<file path="config.mk">
export PLATFORM = sky130hd
export DESIGN_NAME = divu_seq
export DESIGN_NICKNAME = d
export VERILOG_FILES = /design/src/rtl/alu_pkg.sv /design/src/rtl/divu_step.sv /design/src/rtl/divu_seq.sv
export SDC_FILE = /design/constraint.sdc
export NUM_CORES = 1
export LEC_CHECK = 0
export CAP_MARGIN = 20
export CORE_ASPECT_RATIO = 1.5
export CORE_UTILIZATION = 55
export CTS_CLUSTER_DIAMETER = 120
export DETAILED_ROUTE_END_ITERATION = 8
export GPL_ROUTABILITY_DRIVEN = 0
export PLACE_DENSITY = 0.82
export SLEW_MARGIN = 20
export SYNTH_ARGS = -nofsm -noshare
export SYNTH_HDL_FRONTEND = slang
export SYNTH_HIERARCHICAL = 1
export SYNTH_SLANG_ARGS = --single-unit
</file>
<file path="constraint.sdc">
create_clock -name clk -period 7.4 [get_ports clk]
set_input_delay 1.48 -clock clk [delete_from_list [all_inputs] [get_ports clk]]
set_output_delay 1.48 -clock clk [all_outputs]
set_load 0.02 [all_outputs]
</file>
<file path="src/rtl/alu_pkg.sv">
// alu_pkg
// Shared definitions for the ALU datapath and the sequential divider that
// sits beside it.
//   divu_state_t : divider FSM states (DIVU_IDLE, DIVU_RUN, DIVU_DONE)
//   DIVU_WIDTH   : default operand / result width
//   divu_cnt_w() : width of the divider step counter for a given data width
package alu_pkg;

    typedef enum logic [1:0] {
        DIVU_IDLE = 2'd0,
        DIVU_RUN  = 2'd1,
        DIVU_DONE = 2'd2
    } divu_state_t;

    localparam int DIVU_WIDTH = 32;

    // The counter must be able to represent 0..width.
    function automatic int divu_cnt_w(input int width);
        return $clog2(width + 1);
    endfunction

endpackage

</file>
<file path="src/rtl/divu_step.sv">
// divu_step
// One combinational restoring-division step.
// Parameters:
//   WIDTH        : operand width
// Ports:
//   rem_in       in  WIDTH    low bits of the current partial remainder
//   dividend_msb in  1        next dividend bit shifted into the remainder
//   divisor      in  WIDTH    divisor
//   rem_out      out WIDTH+1  partial remainder after this step
//   q_bit        out 1        quotient bit produced by this step
module divu_step #(
    parameter int WIDTH = 32
) (
    input  logic [WIDTH-1:0] rem_in,
    input  logic             dividend_msb,
    input  logic [WIDTH-1:0] divisor,
    output logic [WIDTH:0]   rem_out,
    output logic             q_bit
);

    logic [WIDTH:0] prem;
    logic [WIDTH:0] diff;
    logic           borrow;

    assign prem = {rem_in, dividend_msb};

    // The extra top bit of the widened subtraction is the borrow-out, the
    // same decision the ALU's unsigned set-less-than uses: borrow means
    // prem < divisor, so the divisor does not fit and prem is kept.
    assign {borrow, diff} = {1'b0, prem} - {2'b00, divisor};

    assign q_bit   = ~borrow;
    assign rem_out = borrow ? prem : diff;

endmodule

</file>
<file path="src/rtl/divu_seq.sv">
// divu_seq
// Multi-cycle unsigned restoring divider, one compare/subtract step per
// cycle, launched by a start pulse and finishing with a one-cycle done strobe.
// Configuration macro:
//   DIVU_EARLY_DZ_EN : when defined, a divide by zero skips the iterations
//                      and goes straight to DONE with the same result.
// Parameters:
//   WIDTH : operand, quotient and remainder width (>= 2)
// Ports:
//   clk   in  1      rising-edge clock
//   rst   in  1      asynchronous active-high reset
//   start in  1      launch request, honoured only while busy = 0
//   A     in  WIDTH  dividend, captured on an accepted start
//   B     in  WIDTH  divisor, captured on an accepted start
//   busy  out 1      division in progress
//   done  out 1      one-cycle strobe, Q/R/dz valid
//   Q     out WIDTH  quotient, held until the next accepted start completes
//   R     out WIDTH  remainder, held likewise
//   dz    out 1      divide-by-zero flag, valid with Q/R
module divu_seq
    import alu_pkg::*;
#(
    parameter int WIDTH = DIVU_WIDTH
) (
    input  logic             clk,
    input  logic             rst,
    input  logic             start,
    input  logic [WIDTH-1:0] A,
    input  logic [WIDTH-1:0] B,
    output logic             busy,
    output logic             done,
    output logic [WIDTH-1:0] Q,
    output logic [WIDTH-1:0] R,
    output logic             dz
);

    localparam int CNT_W = divu_cnt_w(WIDTH);

    divu_state_t      state;
    logic [WIDTH-1:0] dq_shift;
    logic [WIDTH-1:0] divisor;
    logic [WIDTH:0]   rem;
    logic [CNT_W-1:0] cnt;
    logic             dz_op;

    logic [WIDTH:0]   rem_next;
    logic             q_bit;
    logic [WIDTH-1:0] quot_next;
    logic             accept;
    logic             last_step;
    logic             unused_rem_msb;

    // The top bit of the partial remainder is always zero between steps,
    // so only the low WIDTH bits feed the next step.
    assign unused_rem_msb = rem[WIDTH];

    divu_step #(
        .WIDTH (WIDTH)
    ) u_step (
        .rem_in       (rem[WIDTH-1:0]),
        .dividend_msb (dq_shift[WIDTH-1]),
        .divisor      (divisor),
        .rem_out      (rem_next),
        .q_bit        (q_bit)
    );

    // The dividend and quotient share one shift register: each step consumes
    // the dividend MSB and the new quotient bit enters at the LSB, so after
    // WIDTH steps the register holds exactly the quotient.
    assign quot_next = {dq_shift[WIDTH-2:0], q_bit};
    assign accept    = start && (state != DIVU_RUN);
    assign last_step = (cnt == CNT_W'(WIDTH - 1));

    // Status outputs are decodes of the state register only, so nothing
    // combinational reaches them from the inputs.
    assign busy = (state == DIVU_RUN);
    assign done = (state == DIVU_DONE);

    // FSM, iteration datapath and result registers. Results are written only
    // on the edge entering DONE so they stay stable through a following run.
    always_ff @(posedge clk or posedge rst) begin
        if (rst) begin
            state    <= DIVU_IDLE;
            dq_shift <= '0;
            divisor  <= '0;
            rem      <= '0;
            cnt      <= '0;
            dz_op    <= 1'b0;
            Q        <= '0;
            R        <= '0;
            dz       <= 1'b0;
        end else begin
            case (state)
                DIVU_IDLE, DIVU_DONE: begin
                    if (accept) begin
                        dq_shift <= A;
                        divisor  <= B;
                        rem      <= '0;
                        cnt      <= '0;
                        dz_op    <= (B == '0);
`ifdef DIVU_EARLY_DZ_EN
                        if (B == '0) begin
                            state <= DIVU_DONE;
                            Q     <= '1;
                            R     <= A;
                            dz    <= 1'b1;
                        end else begin
                            state <= DIVU_RUN;
                        end
`else
                        state <= DIVU_RUN;
`endif
                    end else begin
                        state <= DIVU_IDLE;
                    end
                end
                DIVU_RUN: begin
                    rem      <= rem_next;
                    dq_shift <= quot_next;
                    cnt      <= cnt + 1'b1;
                    if (last_step) begin
                        state <= DIVU_DONE;
                        Q     <= quot_next;
                        R     <= rem_next[WIDTH-1:0];
                        dz    <= dz_op;
                    end
                end
                default: begin
                    state <= DIVU_IDLE;
                end
            endcase
        end
    end

endmodule

</file>
==> results.sh, run 1 <==
export IMPL_outcome="finished clean"
export IMPL_drc_errors=0
export IMPL_fmax_mhz=276.0
export IMPL_min_delay_start="cnt[5]$_DFFE_PP0P_"
export IMPL_p_seq_share_pct=27.4
export IMPL_peakVddDrop_v=0.0002518
export IMPL_start_util_pct=56.56
export IMPL_path_cells="inv_1, ha_1, a21o_1, a21oi_1, or3b_1, o21ai_2, o21ai_2, a31oi_4, buf_4, mux2_1, mux2_2"
export IMPL_numPortBuffers=133
export IMPL_required_ns=7.72
export IMPL_final_area_mm2=0.01087
export IMPL_setup_tns_ns=0
export IMPL_cp_data_arrival_time_ns=3.94
export IMPL_hold_ws_ns=0.4749
export IMPL_num_vias=6920
export IMPL_fin_crit_sh_pct=48.97
export IMPL_power_leakage_nw=5.063
export IMPL_max_stage_delay_ns=0.49
export IMPL_skew_ns=0.01410
export IMPL_diodes=0
export IMPL_p_int_mw=3.350
export IMPL_worstSetupStartpoint="divisor[6]$_DFFE_PP0P_"
export IMPL_grt_ovfl_total=0
export IMPL_die_height_um=158.0
export IMPL_worstSetupStartpointType="register"
export IMPL_htreeDepth=4
export IMPL_rows=56
export IMPL_netSwitchingPower_mw=2.587
export IMPL_clock_path_buffers=2
export IMPL_slew_headroom_pct=27.56
export IMPL_crit_top_cell="o21ai_2"
export IMPL_wl_per_cell_um=17.40
export IMPL_worst_slew_pin_slew_ns=1.087
export IMPL_finalCriticalPeriod_ns=3.624
export IMPL_cts_setup_buffers=0
export IMPL_synth_warnings=6
export IMPL_synth_cells=883
export IMPL_layout_nets=1093
export IMPL_ios=134
export IMPL_hpwlAfterDp_um=14280
export IMPL_rsz0062_at_grt="false"
export IMPL_hold_buffers=0
export IMPL_grt_max_degree=122
export IMPL_die_x_um=106.0
export IMPL_drt_wl_total_um=21020
export IMPL_core_mm2=0.01577
export IMPL_hold_viol=0
export IMPL_grt_use_total_pct=26.61
export IMPL_vias_per_cell=5.728
export IMPL_drv_slew=0
export IMPL_numClockSinks=170
export IMPL_cp_max_fo=47
export IMPL_drt_iter0_markers=389
export IMPL_power_share_clock_pct=14.9
export IMPL_p_per_area_mw_per_mm2=546.2
export IMPL_drive_gt1_share_pct=11.14
export IMPL_grt_pass1_vias=7124
export IMPL_n_fill_cell=1183
export IMPL_cts_root_buf="clkbuf_16"
export IMPL_maxCapViolations=0
export IMPL_cts_tree="built"
export IMPL_slowest_stage="buf_4"
export IMPL_syn_nets=984
export IMPL_reg2reg_from="divisor[6]$_DFFE_PP0P_"
export IMPL_p_total_mw=5.937
export IMPL_pwr_share_comb_pct=57.7
export IMPL_syn_area_mm2=0.008917
export IMPL_post_route_util_pct=68.95
export IMPL_setup_viol=0
export IMPL_clk_pin_slew_ns=0.07
export IMPL_hold_path_class="register to register"
export IMPL_place_area_mm2=0.01028
export IMPL_synthToLayoutAreaGrowth_pct=21.90
export IMPL_swShare_pct=43.58
export IMPL_cp_end_kind="register"
export IMPL_drtPass1Iterations=5
export IMPL_antenna_found_initial=0
export IMPL_clock_latency_ns=0.43
export IMPL_syn_mean_instance_area_um2=10.10
export IMPL_numCtsBuffers=17
export IMPL_grt_pass1_wl_um=34430
export IMPL_worstSetupPathType="register to register"
export IMPL_dieArea_mm2=0.01674
export IMPL_drtAntennaViolNets=0
export IMPL_post_cts_resized=0
[registers in the layout, summed over array words and instances, names as in the netlist]
signal	cells
Q	32
R	32
divisor	32
dq_shift	32
rem	32
cnt	6
state	2
dz	1
dz_op	1
[per-layer routing]
layer	share of wire, %	GRT usage, %	vias to the layer above
li1	-	-	3300
met1	41	29.64	3362
met2	51	47.03	201
met3	5.0	6.669	57
met4	3.8	13.56	0
met5	0	0	-
[cells in the final DEF (no fill, tap or decap), drive strengths merged, types with 2 or more instances in the layout]
cell type,instances
a211oi,2
a21o,8
a21oi,43
a22o,34
a22oi,33
a31oi,5
and2,2
and3,6
and4,2
buf,6
clkbuf,18
clkdlybuf4s50,133
clkinv,6
dfrtp,170
ha,33
inv,76
mux2,67
mux2i,3
nand2,154
nand2b,6
nand3,12
nand4,8
nor2,16
nor2b,7
nor3,3
nor4,8
o2111ai,3
o211ai,3
o21a,6
o21ai,78
o21bai,4
o31a,2
o31ai,5
xnor2,13
xor2,16
[power groups by stage]
stage,Combinational (mW),Clock [mW],Sequential (mW)
2_1_floorplan,2.49,0,1.69
3_3_place_gp,3.29,0,1.63
3_5_place_dp,3.38,0,1.63
4_1_cts,3.42,0.898,1.63
5_1_grt,3.77,0.930,1.68
6_report,3.43,0.882,1.63
[stage by stage]
stage                     cells  setup slack (ns)
after global routing       1208             3.529
final                      1208             3.776
after detailed placement   1176             3.823
after CTS                  1208             3.807
after floorplan             883             1.317
after global placement     1176             3.855
[final timing paths]
| kind | end | slack, ns | cells after the start |
|---|---|---|---|
| worst max-delay path | R[1]$_DFFE_PP0P_ | 3.78 | 11 |
| worst min-delay path | cnt[5]$_DFFE_PP0P_ | 0.47 | 1 |
| worst max register to register | R[1]$_DFFE_PP0P_ | 3.78 | 11 |
| worst min register to register | cnt[5]$_DFFE_PP0P_ | 0.47 | 1 |
| max in group asynchronous | rem[19]$_DFFE_PP0P_ | 4.69 | 3 |
| min in group asynchronous | Q[28]$_DFFE_PP0P_ | 1.60 | 2 |
[area by class of cell]
type / count / area, um2 / share of cell area [%]
clock buffer: 18 / 429.2 / 3.948
clock inverter: 14 / 156.4 / 1.439
inverter: 70 / 270.3 / 2.486
multi-input combinational: 594 / 4130 / 38.00
sequential: 170 / 4254 / 39.13
tap: 203 / 254.0 / 2.337
timing repair buffer: 139 / 1376 / 12.66
[worst max-delay path: cells and delay by family (launching register included)]
kind            cells  cell delay (ns)
simple gates        1             0.40
mux                 2             0.64
buf+inv             2             0.54
fa+ha+maj           1             0.38
flops               1             0.35
compound gates      5             1.15
Power figures use the tool's default switching activity.
==> inputs of run 2 (changes only) <==
==> constraint.sdc (replaced) <==
create_clock -name clk -period 3.5 [get_ports clk]
set_input_delay 0.7 -clock clk [delete_from_list [all_inputs] [get_ports clk]]
set_output_delay 0.7 -clock clk [all_outputs]
set_load 0.02 [all_outputs]
==> run 2 against run 1 <==
  * Hold slack worse by 0.0032 ns
  * Sequential share of layout area is 0.53 points lower
  * First-iteration DRC count is 4.9% lower
  * Critical path depth is 2 higher
  * Wire length is 0.85% higher
  * Combinational power is 110% higher
  * Sequential power is 110% higher
  * Core utilization is 0.95 points higher
  * Clock power is 120% higher
==> results.sh, run 2 (synthesis results as in run 1) <==
export IMPL_outcome="finished clean"
export IMPL_drtAntennaViolNets=0
export IMPL_wl_met3_um=1144
export IMPL_drive_gt1_share_pct=11.94
export IMPL_worstSetupStartpointType="register"
export IMPL_worst_slew_pin_slew_ns=0.8340
export IMPL_clk_pin_slew_ns=0.07
export IMPL_highest_layer="met4"
export IMPL_numCtsBuffers=17
export IMPL_cts_setup_buffers=0
export IMPL_core_mm2=0.01577
export IMPL_grt_use_total_pct=27.02
export IMPL_cts_tree="built"
export IMPL_die_x_um=106.0
export IMPL_setup_viol=0
export IMPL_clock_path_buffers=2
export IMPL_grt_pass1_wl_um=35090
export IMPL_p_total_mw=12.72
export IMPL_hpwlAfterDp_um=15000
export IMPL_wl_met1_um=8459
export IMPL_drt_wl_total_um=21200
export IMPL_rows=56
export IMPL_die_height_um=158.0
export IMPL_peakVddDrop_v=0.0004690
export IMPL_grt_pass1_vias=7323
export IMPL_numPortBuffers=133
export IMPL_required_ns=3.81
export IMPL_hold_viol=0
export IMPL_layout_common_cells="dfrtp_1, nand2_1, clkdlybuf4s50_1"
export IMPL_finalCriticalPeriod_ns=3.124
export IMPL_ios=134
export IMPL_slew_headroom_pct=44.28
export IMPL_diodes=0
export IMPL_numClockSinks=170
export IMPL_cp_data_arrival_time_ns=3.44
export IMPL_cp_max_fo=4
export IMPL_skew_ns=0.007503
export IMPL_start_util_pct=56.56
export IMPL_dieArea_mm2=0.01674
export IMPL_dr_wl_met2_um=11010
export IMPL_cp_end_kind="register"
export IMPL_drt_iter0_markers=370
export IMPL_clock_latency_ns=0.43
export IMPL_layout_nets=1102
export IMPL_num_vias=6937
export IMPL_setup_tns_ns=0
export IMPL_grt_max_degree=65
export IMPL_worstSetupPathType="register to register"
export IMPL_htreeDepth=4
export IMPL_cts_root_buf="clkbuf_16"
export IMPL_post_cts_resized=0
export IMPL_synthToLayoutAreaGrowth_pct=23.59
export IMPL_fmax_mhz=320.1
export IMPL_fin_crit_sh_pct=89.26
export IMPL_p_per_area_mw_per_mm2=1154
export IMPL_hold_buffers=0
export IMPL_maxCapViolations=0
export IMPL_drc_errors=0
export IMPL_hold_path_class="register to register"
export IMPL_power_leakage_nw=5.136
export IMPL_drtPass1Iterations=5
export IMPL_antenna_found_initial=0
export IMPL_drv_slew=0
export IMPL_final_common_cell="dfrtp_1"
export IMPL_rsz0062_at_grt="false"
export IMPL_hold_ws_ns=0.4717
export IMPL_wl_per_cell_um=17.43
export IMPL_vias_per_cell=5.705
export IMPL_grt_ovfl_total=0
-- run 2: worst max-delay path: stages, from the launching register on --
cell      delay (ns)
dfrtp_1         0.38
inv_1           0.07
ha_1            0.15
inv_1           0.05
fa_1            0.42
a211oi_1        0.26
o31a_1          0.22
o21ai_0         0.23
nand3_1         0.22
nand2_1         0.09
o21ai_0         0.35
xor2_1          0.19
o21ai_1         0.10
mux2_4          0.26
-- run 2: per-stage QoR --
stage	worst slack [ns]	std cells	util, %	instance area, um2
CTS	0.3876	1216	69.90	11020
global route	0.1964	1216	69.90	11020
detailed placement	0.4129	1185	66.06	10410
global placement	0.4863	1185	66.06	10410
floorplan	0.6313	883	-	8921
finish	0.3759	1216	69.90	11020
-- run 2: layout make-up --
cell class / instances / area (um2)
Timing Repair Buffer: 148 / 1506
Sequential cell: 170 / 4254
Clock buffer: 19 / 442.9
Fill cell: 1206 / 4745
Tap cell: 203 / 254.0
Clock inverter: 12 / 163.9
Inverter: 70 / 266.5
Multi-Input combinational cell: 594 / 4133
-- run 2: power by group --
group          switching [mW]  leakage (nW)  internal (mW)
combinational            4.04          2.68           3.28
clock                   0.810         0.294           1.15
sequential              0.600          2.16           2.84
total                    5.45          5.14           7.27
-- run 2: final timing paths --
path	start	endpoint	slack, ns	depth (start not counted)
min in group asynchronous	rst	divisor[5]$_DFFE_PP0P_	0.78	2
min reg2reg	cnt[5]$_DFFE_PP0P_	cnt[5]$_DFFE_PP0P_	0.47	1
max reg2reg	dq_shift[31]$_DFFE_PP0P_	R[26]$_DFFE_PP0P_	0.38	13
max	dq_shift[31]$_DFFE_PP0P_	R[26]$_DFFE_PP0P_	0.38	13
max in group asynchronous	rst	cnt[5]$_DFFE_PP0P_	2.04	3
min	cnt[5]$_DFFE_PP0P_	cnt[5]$_DFFE_PP0P_	0.47	1
-- run 2: per-layer routing --
metal  GRT usage (%)  up-vias
li1                -     3314
met1           30.48     3387
met2           47.93      189
met3           6.875       47
met4           12.37        0
met5               0        -
